[src/rtl/sorter_loader.sv]
// Sorter transmit front end: collects one 4- or 16-sample frame, then drives start and 4-lane beats.
// Optional done-wait watchdog is enabled by defining SORTER_LOADER_TIMEOUT_EN.
module sorter_loader #(
  parameter int unsigned WIDTH          = 8,
  parameter int unsigned TIMEOUT_CYCLES = 255
) (
  input  logic             clk,
  input  logic             rst,
  input  logic [1:0]       M,
  input  logic             in_valid,
  input  logic [WIDTH-1:0] in_data,
  output logic             in_ready,
  output logic             start,
  output logic [1:0]       M_out,
  output logic [WIDTH-1:0] d1,
  output logic [WIDTH-1:0] d2,
  output logic [WIDTH-1:0] d3,
  output logic [WIDTH-1:0] d4,
  output logic             d_valid,
  input  logic             sorter_done,
  output logic             busy,
  output logic             mode_err,
  output logic             timeout
);

  typedef enum logic [2:0] {
    S_FILL,
    S_START,
    S_GAP,
    S_SEND,
    S_WAIT_DONE
  } state_t;

  state_t           state;
  logic [4:0]       count;
  logic [1:0]       beat;
  logic [WIDTH-1:0] frame_buf [16];

  logic       accept;
  logic       qam_now;
  logic       last_sample;
  logic [1:0] last_beat;
  logic [1:0] load_beat;
  logic       expired;

  assign accept      = in_valid && in_ready;
  // At the first sample the frame length comes from the live M input, later from the latched mode.
  assign qam_now     = (count == 5'd0) ? (M == 2'b01) : (M_out == 2'b01);
  assign last_sample = (count == (qam_now ? 5'd15 : 5'd3));
  assign last_beat   = (M_out == 2'b01) ? 2'd3 : 2'd0;
  assign load_beat   = (state == S_GAP) ? 2'd0 : beat + 2'd1;

`ifdef SORTER_LOADER_TIMEOUT_EN
  localparam int unsigned TW = $clog2(TIMEOUT_CYCLES + 1);

  logic [TW-1:0] wait_cnt;

  assign expired = (wait_cnt == TW'(TIMEOUT_CYCLES - 1));

  always_ff @(posedge clk) begin
    if (rst || state != S_WAIT_DONE) begin
      wait_cnt <= '0;
    end else begin
      wait_cnt <= wait_cnt + TW'(1);
    end
  end
`else
  logic unused_timeout_cfg;

  assign unused_timeout_cfg = |TIMEOUT_CYCLES;
  assign expired            = 1'b0;
`endif

  always_ff @(posedge clk) begin
    if (accept) begin
      frame_buf[count[3:0]] <= in_data;
    end
  end

  always_ff @(posedge clk) begin
    if (rst) begin
      state    <= S_FILL;
      count    <= '0;
      beat     <= '0;
      in_ready <= 1'b1;
      start    <= 1'b0;
      M_out    <= 2'b00;
      d1       <= '0;
      d2       <= '0;
      d3       <= '0;
      d4       <= '0;
      d_valid  <= 1'b0;
      busy     <= 1'b0;
      mode_err <= 1'b0;
      timeout  <= 1'b0;
    end else begin
      start    <= 1'b0;
      mode_err <= 1'b0;
      timeout  <= 1'b0;
      case (state)
        S_FILL: begin
          if (accept) begin
            if (count == 5'd0) begin
              M_out    <= M[1] ? 2'b00 : M;
              mode_err <= M[1];
            end
            if (last_sample) begin
              count    <= '0;
              state    <= S_START;
              start    <= 1'b1;
              in_ready <= 1'b0;
              busy     <= 1'b1;
            end else begin
              count <= count + 5'd1;
            end
          end
        end
        S_START: begin
          state <= S_GAP;
        end
        S_GAP, S_SEND: begin
          if (state == S_SEND && beat == last_beat) begin
            state   <= S_WAIT_DONE;
            d_valid <= 1'b0;
            d1      <= '0;
            d2      <= '0;
            d3      <= '0;
            d4      <= '0;
          end else begin
            state   <= S_SEND;
            d_valid <= 1'b1;
            beat    <= load_beat;
            d1      <= frame_buf[{load_beat, 2'd0}];
            d2      <= frame_buf[{load_beat, 2'd1}];
            d3      <= frame_buf[{load_beat, 2'd2}];
            d4      <= frame_buf[{load_beat, 2'd3}];
          end
        end
        S_WAIT_DONE: begin
          // A done arriving in the expiry cycle takes precedence over the timeout pulse.
          if (sorter_done || expired) begin
            state    <= S_FILL;
            count    <= '0;
            in_ready <= 1'b1;
            busy     <= 1'b0;
            timeout  <= !sorter_done;
          end
        end
        default: begin
          state <= S_FILL;
        end
      endcase
    end
  end

endmodule

[config.mk]
export PLATFORM = sky130hd
export DESIGN_NAME = sorter_loader
export DESIGN_NICKNAME = d
export VERILOG_FILES = /design/src/rtl/sorter_loader.sv
export SDC_FILE = /design/constraint.sdc
export NUM_CORES = 1
export LEC_CHECK = 0
export CORE_ASPECT_RATIO = 0.8
export CORE_MARGIN = 4
export CORE_UTILIZATION = 40
export DETAILED_ROUTE_END_ITERATION = 7
export GPL_TIMING_DRIVEN = 0
export HOLD_SLACK_MARGIN = 0.15
export PLACE_DENSITY = 0.68
export SLEW_MARGIN = 20
export SYNTH_ARGS = -nofsm -noshare
export SYNTH_HDL_FRONTEND = slang
export SYNTH_SLANG_ARGS = --single-unit
[constraint.sdc]
create_clock -name clk -period 2.11 [get_ports clk]
set_input_delay 0.3165 -clock clk [delete_from_list [all_inputs] [get_ports clk]]
set_output_delay 0.3165 -clock clk [all_outputs]
set_load 0.02 [all_outputs]
Word-level counts from Yosys, hierarchy flattened

Memories as Yosys holds them, arrays and structs flattened.
Cells that the tools add are included.

Bits in registers: 50
Bits in writable memories: 128
Input port bits: 14
Output and inout bits: 40
Word-level logic and storage cells: 79
Memories kept: 1

Add/sub/neg operators: 2
Equal/unequal tests: 11
Mux-type cells: 30
Bitwise gates (word level): 6
Reduce and logical (&&, ||, !) cells: 15

Memories:

| name      | depth | bits a word | rd ports | clocked after memory_dff | write ports | line | text |
|---|---|---|---|---|---|---|---|
| frame_buf | 16    | 8           | 4        | 0                        | 1           | 37   | `logic [WIDTH-1:0] frame_buf [16];` |

Operators with widths:

| kind                | count |
|---|---|
| $mux 8              | 4 |
| $mux 5              | 3 |
| $mux 1              | 12 |
| $mux 3              | 4 |
| $pmux 3 s4          | 1 |
| $pmux 5 s2          | 1 |
| $reduce_and 3->1    | 3 |
| $eq 3x2->1 const B  | 2 |
| $ne 2x2->1 const B  | 3 |
| $not 1->1           | 6 |
| $reduce_or 3->1     | 2 |
| $add 5x1->5 const B | 1 |
| $eq 5x4->1          | 1 |
| $logic_not 5->1     | 1 |
| $eq 2x1->1 const B  | 2 |
| $mux 2              | 2 |
| $mux 4              | 1 |
| $pmux 1 s2          | 2 |
| $reduce_and 4->1    | 1 |
| $reduce_or 4->1     | 1 |
| $eq 3x1->1 const B  | 1 |
| $eq 3x3->1 const B  | 1 |
| $logic_not 3->1     | 1 |
| $add 2x1->2 const B | 1 |
| 6 further kinds     | 7 |

Logic depth before layout (Yosys ltp)

Gate-level depths: netlist of run 1.

Word-level depth: 7
Gate-level depth with buffers: 7

Least setup slack after synthesis of run 1

Ideal clock, no wire load.

Path kind: register to register
Start: register count[0]
End: register count[4]
Setup time: 58 ps
Data arrival time: 1586 ps
Slack: 466 ps
Stages on the path, launching flop included: 7
Path buffers: 0
Cell sequence: dfxtp_1 > inv_1 > ha_1 > nor4b_2 > a221o_2 > nor3_2 > o22a_1

Word-level cells in the longest chain between the ends: 7
Elaborated cells on any way between the ends: 8
Classes of those cells: 1 x add/sub; 1 x eq/ne; 5 x mux; 1 x reduce/logical

Ends and longest elaborated chain:

| item                   | line | text |
|---|---|---|
| from (decl)            | 35   | `logic [4:0] count;` |
| from (signal assigned) | 114  | `count <= count + 5'd1;` |
| $logic_not 5->1        | 48   | `assign qam_now = (count == 5'd0) ? (M == 2'b01) : (M_out == 2'b01);` |
| $mux 1                 | 48   |  |
| $mux 4                 | 49   | `assign last_sample = (count == (qam_now ? 5'd15 : 5'd3));` |
| $eq 5x4->1             | 49   |  |
| $mux 5 (*)             | 107  | `if (last_sample) begin` |
| $mux 5 (*)             | 102  | `if (accept) begin` |
| $pmux 5 s2 (*)         | 100  | `case (state)` |

Mark *: on every way between the ends. The rest lies on a longest branch, timed or not. The select of a mux whose other input is x is not followed.
A chain may end at the register's enable or synchronous reset.

Final worst setup path of run 1

Start: register count[0]
End: register M_out[0]

Word-level cells in the longest chain between the ends: 2

Ends and longest elaborated chain:

| item                       | line | text |
|---|---|---|
| $logic_not 5->1            | 103  | `if (count == 5'd0) begin` |
| $reduce_and 3->1 (no line) | --   |  |
| to (signal assigned)       | 104  | `M_out <= M[1] ? 2'b00 : M;` |
| to (decl)                  | 14   | `output logic [1:0] M_out,` |

Every way passes these cells.

==> impl_results.md, run 1 <==
* Status: completed
* Post-synth EDFFs at 128
* Kind of critical path: register to register
* # setup viols final at 0
* DR vias/cell at 5.310
* Area Growth Syn to Fin at 19.80%
* Share of layout cells above drive strength 1 at 0.1536
* Synth Flop Type: edfxtp_1
* Area of the mapped netlist at around 0.007 mm²
* Final Wtd Congestion at 0.8414
* Fin. Hold Viols at 0
* Commonest non-fill, non-tap cell in the layout: edfxtp_1
* Hold Crit Class: register to register
* Die ar. at 0.01965 mm²
* Die Span Y at 126.2 µm
* Initial antenna violation count at 0
* I/O Buffers at 52
* Most frequent cells in the layout: edfxtp_1, clkdlybuf4s50_1, dfxtp_1
* Final core occ at 0.4974
* Critical-path top delay cell: mux2_2
* Slew HR at 0.5022
* Global Route Usage Sum at 0.1604
* Setup repair bufs after CTS at 0
* Unrepaired setup endpoints after global routing: false
* Yosys reg bits at around 180
* Synth cell types at 53
* DR WL/cell at between 15 and 20 µm
* Slowest stage delay, CP at 370 ps
* Clk root buf: clkbuf_16
* Nets at 565
* Leakage Power at 2.763 nW
* Effective utilization at floorplan at 0.4152
* Die span in x at 155.7 µm
* DRC Markers at 0
* Largest delay share family, worst path: simple AND/OR/NAND/NOR gates
* Min cycle time layout at 1934 ps
* Row count at 42
* Final non-filler cell total at 780
* Syn_area_per_cell at 14.70 µm²
* GRT overflow at 0
* Sequential fraction of the synthesis area at 0.6910
* CTS resizes at 0
* Crit-path cells: inv_1 > ha_1 > nor4b_2 > nor4b_1 > mux2_2 > nor2_1
* Synth Instances at 475
* CTS Buf Count at 17
* Initial detailed-routing violation count at 340
* PD cells at 848.6 mW/mm²
* WP buf/inv at 1
* CTS H-tree depth at 4
* Drt pass-1 iters at 5
* WL final at 15,170 µm
* Pins Over Slew Limit at 0
* Clk_lat worst skew at 430 ps
* Dpl cells at 748
* # clock sinks at 177
* Actual slew at the worst max-slew pin at 744.4 ps
* Worst Setup End Kind: register
* HPWL Detailed at 10,030 µm
* CTS tree: done
* Synth area leader: edfxtp_1
* Final period util at 0.9165
* Global-route wire length before repair at 23,870 µm
* Fin Setup TNS at 0 ps
* Clk buf depth at 2
* Ys Warns at 0
* Post-route antenna net violation count at 0
* Largest net degree at the start of global routing at 17
* Critical Path Fanout Max at 6
* Fin area at 0.008364 mm²
* F_max at 0.5171 GHz
* Critical Path RT at 2480 ps
* Top cell type's share of synthesized area at 0.5505
* Diodes inserted at 0
* Area of the core at about 0.017 mm²
* Fill cells at 1,459
* Worst setup SP type: register
* Clk_skew at 6.746 ps
* Vias in the first global route at 4,210
* Asr flop ratio synth at 0
* Max cap viols at 0
* Top-level I/O count at 54
* Cts hold-fix bufs at 0
* Peak VDD IR at 0.5796 mV
* DR vias at 4,142
* Main area contributors after synthesis: edfxtp_1, dfxtp_1, mux2i_1, o2bb2ai_1, a22oi_2
* Worst endpoint data arrival time at 2300 ps
* Clk pin slew, worst setup/hold paths at around 60 ps
* Instance area at placement at roughly 0.008 mm²
[flip-flops by register name, indices dropped and copies added (netlist names)]
register and flops:
frame_buf 128, d1 8, d2 8, d3 8, d4 8, count 5, state 3, beat 2
M_out 1, busy 1, d_valid 1, in_ready 1, mode_err 1, start 1, timeout 1
[stage by stage]
step	total power [mW]	hold slack (ps)	setup WS, ps
floorplan	3.969	415.4	466.1
global placement	4.085	439.3	-147.8
detailed placement	4.092	441.7	-204.1
CTS	7.149	452.2	126.3
global route	7.328	459.8	16.93
finish	7.098	449.8	176.2
[worst register-to-register path, stage by stage (launching register included)]
cell and delay, ps:
dfxtp_1 360, inv_1 120, ha_1 290, nor4b_2 360, nor4b_1 290, mux2_2 370, nor2_1 80
[final timing paths]
path	start	to	slack, ps	depth (start not counted)
worst max-delay path	count[0]$_SDFFE_PP0P_	M_out[0]$_SDFFE_PP0P_	180	6
worst min-delay path	d2[0]$_SDFFE_PP0P_	d2[0]$_SDFFE_PP0P_	450	2
worst min register to register	d2[0]$_SDFFE_PP0P_	d2[0]$_SDFFE_PP0P_	450	2
worst max register to register	count[0]$_SDFFE_PP0P_	M_out[0]$_SDFFE_PP0P_	180	6
[cell usage after synthesis, types with 2 or more instances]
cell       number
nor3_1          2
nand2_1        38
nor2b_1         3
nand3b_1        2
nor3b_1         3
nand2b_1        3
mux2i_1        32
inv_1           4
a22oi_1        13
clkbuf_2        3
a22oi_2        20
ha_1            4
clkbuf_1       10
buf_12          2
nand4_1         2
buf_4           4
and2_1          9
buf_6           6
edfxtp_1      128
buf_2           8
a211oi_1        2
a21oi_1         8
o21ai_0         5
o2bb2ai_1      32
a22o_1          3
nor2_1         13
dfxtp_1        49
nand3_1         2
o21ai_1        31
and3_1         11
[kinds of logic after synthesis]
logic type | count (synthesis) | synth area share
AOI/OAI and AO/OA | 123 | 0.1389
xor gates and xnor gates | 1 | 0.001255
adders and majority gates | 4 | 0.007169
buffers and inverters | 37 | 0.03512
DFF | 177 | 0.6910
muxes | 33 | 0.04749
other | 1 | 0.0005371
and+or+nand+nor | 99 | 0.07850
[power by group]
part | leakage, nW | switching (mW) | internal [mW]
sequential | 1.55 | 0.0188 | 3.76
combinational | 0.924 | 0.153 | 0.0836
clock | 0.288 | 1.37 | 1.71
[layer usage]
metal | part of all wire | wire length, µm | track usage
met1 | 0.48 | 7297 | 0.2307
met2 | 0.46 | 7033 | 0.2407
met3 | 0.046 | 704 | 0.04115
met4 | 0.0088 | 133 | 0.04735
met5 | 0 | 0 | 0
[area by class of cell]
cell class | instances | area [µm²] | area share
clock inverter | 13 | 127.6 | 0.01526
buffer | 33 | 230.2 | 0.02752
sequential | 177 | 4825 | 0.5768
multi-input combinational | 262 | 1918 | 0.2293
clock buffer | 19 | 452.9 | 0.05415
inverter | 4 | 15.01 | 0.001795
timing repair buffer | 52 | 520.5 | 0.06223
tap | 220 | 275.3 | 0.03291
Power figures use the tool's default switching activity.
==> inputs of run 2 (changes only) <==
- CTS_CLUSTER_DIAMETER: default -> 120
==> results of run 2 <==
No change in the layout: final DEF, timing and power equal those of run 1.
